`config.mk`:
```
export PLATFORM = sky130hd
export DESIGN_NAME = rom_arbiter_flat
export DESIGN_NICKNAME = d
export VERILOG_FILES = /design/src/rtl/rom_arbiter_if.sv /design/src/rtl/rom_arbiter.sv /design/src/flat_wrapper.sv
export SDC_FILE = /design/constraint.sdc
export NUM_CORES = 1
export LEC_CHECK = 0
export CAP_MARGIN = 20
export CORE_UTILIZATION = 37
export DETAILED_ROUTE_END_ITERATION = 7
export MAX_ROUTING_LAYER = met4
export PLACE_DENSITY = 0.76
export SETUP_SLACK_MARGIN = 0.5
export SYNTH_ARGS = -nofsm -noshare
export SYNTH_HDL_FRONTEND = slang
export SYNTH_SLANG_ARGS = --single-unit
```
`constraint.sdc`:
```
create_clock -name clk -period 1.2 [get_ports clk]
set_input_delay 0.12 -clock clk [delete_from_list [all_inputs] [get_ports clk]]
set_output_delay 0.12 -clock clk [all_outputs]
set_load 0.02 [all_outputs]
```
`src/rtl/rom_arbiter_if.sv`:
```
// Bus between the ROM arbiter, its two requesters and the shared ROM.
// slave  : the arbiter's view (takes requests and ROM replies, drives ready/data and ROM strobes).
// master : the environment's view (requesters plus ROM).
interface rom_arbiter_if #(
    parameter int size_addr = 8
);
    // Port 0: instruction fetch
    logic                 req0;
    logic [size_addr-1:0] addr0;
    logic                 ready0;
    logic [15:0]          data0;
    // Port 1: data load
    logic                 req1;
    logic [size_addr-1:0] addr1;
    logic                 ready1;
    logic [15:0]          data1;
    // Shared ROM
    logic                 rom_read;
    logic [size_addr-1:0] rom_address;
    logic                 rom_ready;
    logic [15:0]          rom_data;

    modport slave (
        input  req0, addr0, req1, addr1, rom_ready, rom_data,
        output ready0, data0, ready1, data1, rom_read, rom_address
    );

    modport master (
        output req0, addr0, req1, addr1, rom_ready, rom_data,
        input  ready0, data0, ready1, data1, rom_read, rom_address
    );
endinterface

```
`src/rtl/rom_arbiter.sv`:
```
// Two-port arbiter in front of a single registered-read ROM.
// Each access runs IDLE -> ISSUE -> WAIT -> RESP; the word is latched into the
// granted port's data register and a one-cycle ready pulse is returned.
// Build option: define ROM_ARB_ROUND_ROBIN_EN to alternate grants under
// contention; otherwise port 0 wins every tie.
module rom_arbiter #(
    parameter int size_addr = 8
) (
    input  logic         clk,
    input  logic         reset,
    rom_arbiter_if.slave bus
);

`ifdef ROM_ARB_ROUND_ROBIN_EN
    localparam bit round_robin = 1'b1;
`else
    localparam bit round_robin = 1'b0;
`endif

    typedef enum logic [1:0] {
        S_IDLE,
        S_ISSUE,
        S_WAIT,
        S_RESP
    } state_t;

    state_t               state;
    state_t               next_state;
    logic                 gnt;          // port owning the access in flight
    logic                 last;         // port served most recently
    logic                 win;          // port that would be granted now
    logic                 rom_read_nxt;
    logic                 ready0_nxt;
    logic                 ready1_nxt;
    logic                 rom_read_q;
    logic                 ready0_q;
    logic                 ready1_q;
    logic [size_addr-1:0] rom_address_q;
    logic [15:0]          data0_q;
    logic [15:0]          data1_q;

    // Pick a winner among the ports requesting right now
    always_comb begin
        // NOTE: every output of a combinational block gets a default first, so no path leaves it unassigned and no latch is inferred.
        win = 1'b0;
        if (bus.req0 && bus.req1) begin
            win = round_robin ? ~last : 1'b0;
        end else if (bus.req1) begin
            win = 1'b1;
        end
    end

    // State register
    always_ff @(posedge clk) begin
        // NOTE: sequential state is written with non-blocking assignments so every flop samples pre-edge values.
        if (reset) begin
            state <= S_IDLE;
        end else begin
            state <= next_state;
        end
    end

    // Next-state logic; WAIT has no timeout and lasts until the ROM answers
    always_comb begin
        next_state = state;
        case (state)
            S_IDLE:  if (bus.req0 || bus.req1) next_state = S_ISSUE;
            S_ISSUE: next_state = S_WAIT;
            S_WAIT:  if (bus.rom_ready) next_state = S_RESP;
            S_RESP:  next_state = S_IDLE;
            default: next_state = S_IDLE;
        endcase
    end

    // Output decode from the upcoming state, so the strobes come straight from flops
    always_comb begin
        rom_read_nxt = (next_state == S_ISSUE);
        ready0_nxt   = (next_state == S_RESP) && !gnt;
        ready1_nxt   = (next_state == S_RESP) &&  gnt;
    end

    // Registered outputs, grant capture and per-port data latches
    always_ff @(posedge clk) begin
        if (reset) begin
            rom_read_q    <= 1'b0;
            ready0_q      <= 1'b0;
            ready1_q      <= 1'b0;
            rom_address_q <= '0;
            data0_q       <= '0;
            data1_q       <= '0;
            gnt           <= 1'b0;
            last          <= 1'b1;
        end else begin
            rom_read_q <= rom_read_nxt;
            ready0_q   <= ready0_nxt;
            ready1_q   <= ready1_nxt;
            // Address is frozen at grant; later requester address changes are ignored
            if (state == S_IDLE && (bus.req0 || bus.req1)) begin
                gnt           <= win;
                rom_address_q <= win ? bus.addr1 : bus.addr0;
            end
            // Only the granted port's register moves; rom_ready outside WAIT is ignored
            if (state == S_WAIT && bus.rom_ready) begin
                if (gnt) begin
                    data1_q <= bus.rom_data;
                end else begin
                    data0_q <= bus.rom_data;
                end
            end
            if (state == S_RESP) begin
                last <= gnt;
            end
        end
    end

    assign bus.rom_read    = rom_read_q;
    assign bus.rom_address = rom_address_q;
    assign bus.ready0      = ready0_q;
    assign bus.ready1      = ready1_q;
    assign bus.data0       = data0_q;
    assign bus.data1       = data1_q;

endmodule

```
`src/flat_wrapper.sv`:
```
// flat-port wrapper written by rule: the top's interface ports become plain ports
module rom_arbiter_flat 
#(
    parameter int size_addr = 8
)
  (clk, reset, bus_req0, bus_addr0, bus_req1, bus_addr1, bus_rom_ready, bus_rom_data, bus_ready0, bus_data0, bus_ready1, bus_data1, bus_rom_read, bus_rom_address);
  rom_arbiter_if #(.size_addr(size_addr)) bus_i ();
  input  logic clk;
  input  logic reset;
  input wire logic [$bits(bus_i.req0)-1:0] bus_req0;
  input wire logic [$bits(bus_i.addr0)-1:0] bus_addr0;
  input wire logic [$bits(bus_i.req1)-1:0] bus_req1;
  input wire logic [$bits(bus_i.addr1)-1:0] bus_addr1;
  input wire logic [$bits(bus_i.rom_ready)-1:0] bus_rom_ready;
  input wire logic [$bits(bus_i.rom_data)-1:0] bus_rom_data;
  output wire logic [$bits(bus_i.ready0)-1:0] bus_ready0;
  output wire logic [$bits(bus_i.data0)-1:0] bus_data0;
  output wire logic [$bits(bus_i.ready1)-1:0] bus_ready1;
  output wire logic [$bits(bus_i.data1)-1:0] bus_data1;
  output wire logic [$bits(bus_i.rom_read)-1:0] bus_rom_read;
  output wire logic [$bits(bus_i.rom_address)-1:0] bus_rom_address;
  assign bus_i.req0 = bus_req0;
  assign bus_i.addr0 = bus_addr0;
  assign bus_i.req1 = bus_req1;
  assign bus_i.addr1 = bus_addr1;
  assign bus_i.rom_ready = bus_rom_ready;
  assign bus_i.rom_data = bus_rom_data;
  assign bus_ready0 = bus_i.ready0;
  assign bus_data0 = bus_i.data0;
  assign bus_ready1 = bus_i.ready1;
  assign bus_data1 = bus_i.data1;
  assign bus_rom_read = bus_i.rom_read;
  assign bus_rom_address = bus_i.rom_address;
  rom_arbiter #(.size_addr(size_addr)) u_core (.clk(clk), .reset(reset), .bus(bus_i));
endmodule
```
==> summary.md <==
| Metric | Value |
|---|---|
| Die W | 70.54 um |
| IO buf count | 79 |
| Core area | 0.004444 sq mm |
| Worst flop-to-flop path startpoint | u_core.state[0] |
| Outcome | complete, but fails checks |
| Fin. Hold Viols | 0 |
| Worst VDD drop | 1.170 mV |
| CP Max Fanout | 16 |
| Area share of fa/ha/maj cells after synthesis | 2.160% |
| Layout cells sized above 1 | 72.76% |
| Post-Synth Simple-Gate Area | 19.87% |
| GR Util met3 | 4.986% |
| WHS | 0.2291 ns |
| Minimum clock period | 1.346 ns |
| M1 GR Usage | 24.75% |
| MaxCap Viol Count | 0 |
| Fin crit share | 112.2% |
| Internal | 0.003911 W |
| R2r endpoint | u_core.bus.data0[4] |
| Overflow after GRT | 0 |
| Die Ht | 70.54 um |
| WP buf/inv | 2 |
| Synth cell types | 21 |
| Via density | 5.099 |
| Worst-margin pin slew | 0.3063 ns |
| Worst Slack Setup Final | -0.1458 ns |
| Synth Cell Area | 0.001738 sq mm |
| End point of the critical path | u_core.bus.data0[4] |
| Crit start category | flip-flop |
| Post-Route WL | 6.241 mm |
| RSZ-0062 raised after global routing | yes |
| Yosys warning count | 0 |
| Top post-synthesis cells by count | nand2_1 (64), dfxtp_1 (46), a21oi_1 (33) |
| CTS Buf Count | 5 |
| Gr busiest metal | met2 |
| Cell Pwr Density | 1613 mW/mm^2 |
| Post-synthesis compound-gate area fraction | 15.05% |
| Sw frac | 34.86% |
| Vias in the first global route | 1611 |
| Cell Count, Final, Fillers Out | 375 |
| Largest net degree at the start of global routing | 26 |
| Initial DRC Count | 93 |
| Net count after synthesis | 240 |
| Synth Flop Type | dfxtp_1 |
| Die area | 0.004975 sq mm |
| Crit path from | u_core.state[0] |
| Placer Congestion | 0.7317 |
| Largest cells by area after synthesis | dfxtp_1 (53%), nand2_1 (14%), a21oi_1 (9.5%), mux2i_1 (4.6%), a211oi_1 (3.9%) |
| Synth area leader | dfxtp_1 |
| Part of the Yosys area used for sequential elements | 52.99% |
| Sequential share of power | 33.8% |
| Initial antenna violation count | 0 |
| Drt drc | 10 |
| R2R cell count | 6 |
| Hold_buf cts | 0 |
| Cell count after synthesis | 200 |
| Vias | 1912 |
| Top cell type's share of synthesized area | 52.99% |
| Worst-Skew Late Latency | 0.30 ns |
| Ant diodes | 0 |
| Cell Rows | 24 |
| Slowest-stage cell, CP | dfxtp_2 |
| Failing checks | DRC, setup timing |
| Yosys reg bits | 46 |
| Largest family of logic cells by synthesized area | simple AND/OR/NAND/NOR gates |
| Worst-path clk slew | 0.09 ns |
| Fraction of synthesized area in multiplexers | 4.608% |
| Setup TNS | -1.587 ns |
| # IOs | 80 |
| Post-synth EDFFs | 0 |
| Placed cell count | 327 |
| CP top delay family | flip-flops |
| Async SR Flop Fraction | 0% |
| Post-route cell area | 0.003722 sq mm |
| Syn_area_per_cell | 8.690 sq um |
| CTS tree | done |
| Placed inst area | 0.002689 sq mm |
| First-pass GRT wire length | 7.693 mm |
| Register-to-register setup slack | -0.15 ns |
| CTS sink count | 46 |
| Critical path's largest stage delay | 0.33 ns |
| CP Capture Type | flip-flop |
| Max Freq | 743.1 MHz |
| Hpwl dp | 2.927 mm |
| H-tree Lvls | 2 |
| Max-slew violations | 0 |
| Worst EP required | 1.41 ns |
| Max-slew headroom | 79.55% |
| Top-count cell post-synth | nand2_1 |
| Worst EP arrival | 1.55 ns |
| All-Layer GR Usage | 20.03% |
| Clock power share | 16.2% |
| Final setup fails | 39 |
| Critical path depth | 6 |
| Leak | 1.595 nW |
| DRT Pass-1 Iters | 6 |
| NetSw | 0.002093 W |
| Max clock buf depth | 2 |
| WL per Instance | 16.64 um |
| Met2 usage | 33.33% |
| Root Buffer | clkbuf_8 |
| XOR/XNOR Fraction of Synth Area | 0% |
| Comb power frac | 49.9% |
| Hold Path Class | primary input to flip-flop |
| Worst Path Class, Setup | flip-flop to flip-flop |
| Layout area overhead | 114.2% |
| Tot Pwr | 0.006005 W |
| Net total in the final layout | 362 |
| # fillers | 246 |
| DRT antenna net count | 0 |
| Starting Density | 39.10% |
| CP Cell Sequence | inv_4 > ha_4 > and3b_2 > buf_12 > nand2_1 > a21oi_1 |
| Setup Skew | 0.01154 ns |
==> metrics by stage <==
stage               utilization [%]  setup WS [ns]
floorplan                         -        0.03176
finish                        83.76        -0.1458
CTS                           69.14       -0.04292
global placement              60.50        -0.1352
global route                  83.76        -0.1665
detailed placement            60.50        -0.1740
==> placed cells by master (no fill, tap or decap), drive strengths merged, types with 2 or more instances in the layout <==
cell type,count
dlymetal6s2s,2
and3,2
clkdlybuf4s50,34
dfxtp,46
ha,3
and3b,2
mux2i,8
buf,90
nand2b,2
nor2b,2
clkbuf,8
a211oi,9
inv,2
a21oi,33
nand2,64
nor2,9
o21a,2
==> registers in the layout (all words and copies together), names as in the netlist <==
register,cells
u_core.bus.data0,16
u_core.bus.data1,16
u_core.bus.rom_address,8
u_core.state,2
u_core.bus.ready0,1
u_core.bus.ready1,1
u_core.bus.rom_read,1
u_core.gnt,1
==> layer usage <==
| layer | vias to the layer above | part of all wire, % | routed length [um] |
|---|---|---|---|
| li1 | 911 | - | - |
| met1 | 920 | 39 | 2437 |
| met2 | 67 | 54 | 3341 |
| met3 | 14 | 5.2 | 326 |
| met4 | 0 | 2.2 | 136 |
| met5 | - | 0 | 0 |
==> power groups by stage <==
stage          Sequential (W)  Combinational [W]  Clock, W
3_3_place_gp          0.00194            0.00171         0
6_report              0.00203            0.00300  0.000976
4_1_cts               0.00200            0.00208  0.000976
2_1_floorplan         0.00218           0.000780         0
3_5_place_dp          0.00194            0.00173         0
5_1_grt               0.00205            0.00314   0.00106
==> cell type report <==
| cell class | count | area [sq um] | share of cell area (%) |
|---|---|---|---|
| Clock buffer | 7 | 86.33 | 2.319 |
| Clock inverter | 1 | 5.005 | 0.1345 |
| Inverter | 2 | 12.51 | 0.3361 |
| Multi-Input combinational cell | 140 | 1202 | 32.30 |
| Sequential cell | 46 | 984.7 | 26.45 |
| Tap cell | 52 | 65.06 | 1.748 |
| Timing Repair Buffer | 127 | 1366 | 36.71 |
==> logic make-up after synthesis <==
group	count (synthesis)
buffers and inverters	15
AO/OA/AOI/OAI	45
flip-flops	46
adder cells (fa/ha/maj)	3
AND/OR/NAND/NOR	83
multiplexers	8
==> worst min path at each step <==
stage | start | endpoint | slack, ns | cells after the start
2_1_floorplan | bus_req0 | u_core.gnt | 0.22 | 1
3_3_place_gp | u_core.bus.data0[1] | u_core.bus.data0[1] | 0.44 | 2
3_5_place_dp | u_core.bus.data1[9] | u_core.bus.data1[9] | 0.45 | 2
4_1_cts | bus_rom_data[15] | u_core.bus.data0[15] | 0.39 | 3
5_1_grt | bus_req0 | u_core.gnt | 0.25 | 2
6_report | bus_req0 | u_core.gnt | 0.23 | 2
==> worst reg2reg max path, stage by stage, from the launching register on <==
cell     delay, ns
dfxtp_2       0.33
inv_4         0.09
ha_4          0.16
and3b_2       0.22
buf_12        0.15
nand2_1       0.09
a21oi_1       0.22
==> what timing repair did <==
action | 4_1_cts | 5_1_grt
setup buffers | 3 | 33
gates resized for setup | 325 | 102
gates cloned | 3 | 1
setup endpoints to repair | 89 | 89
pin swaps | 15 | 43
Power figures use the tool's default switching activity.
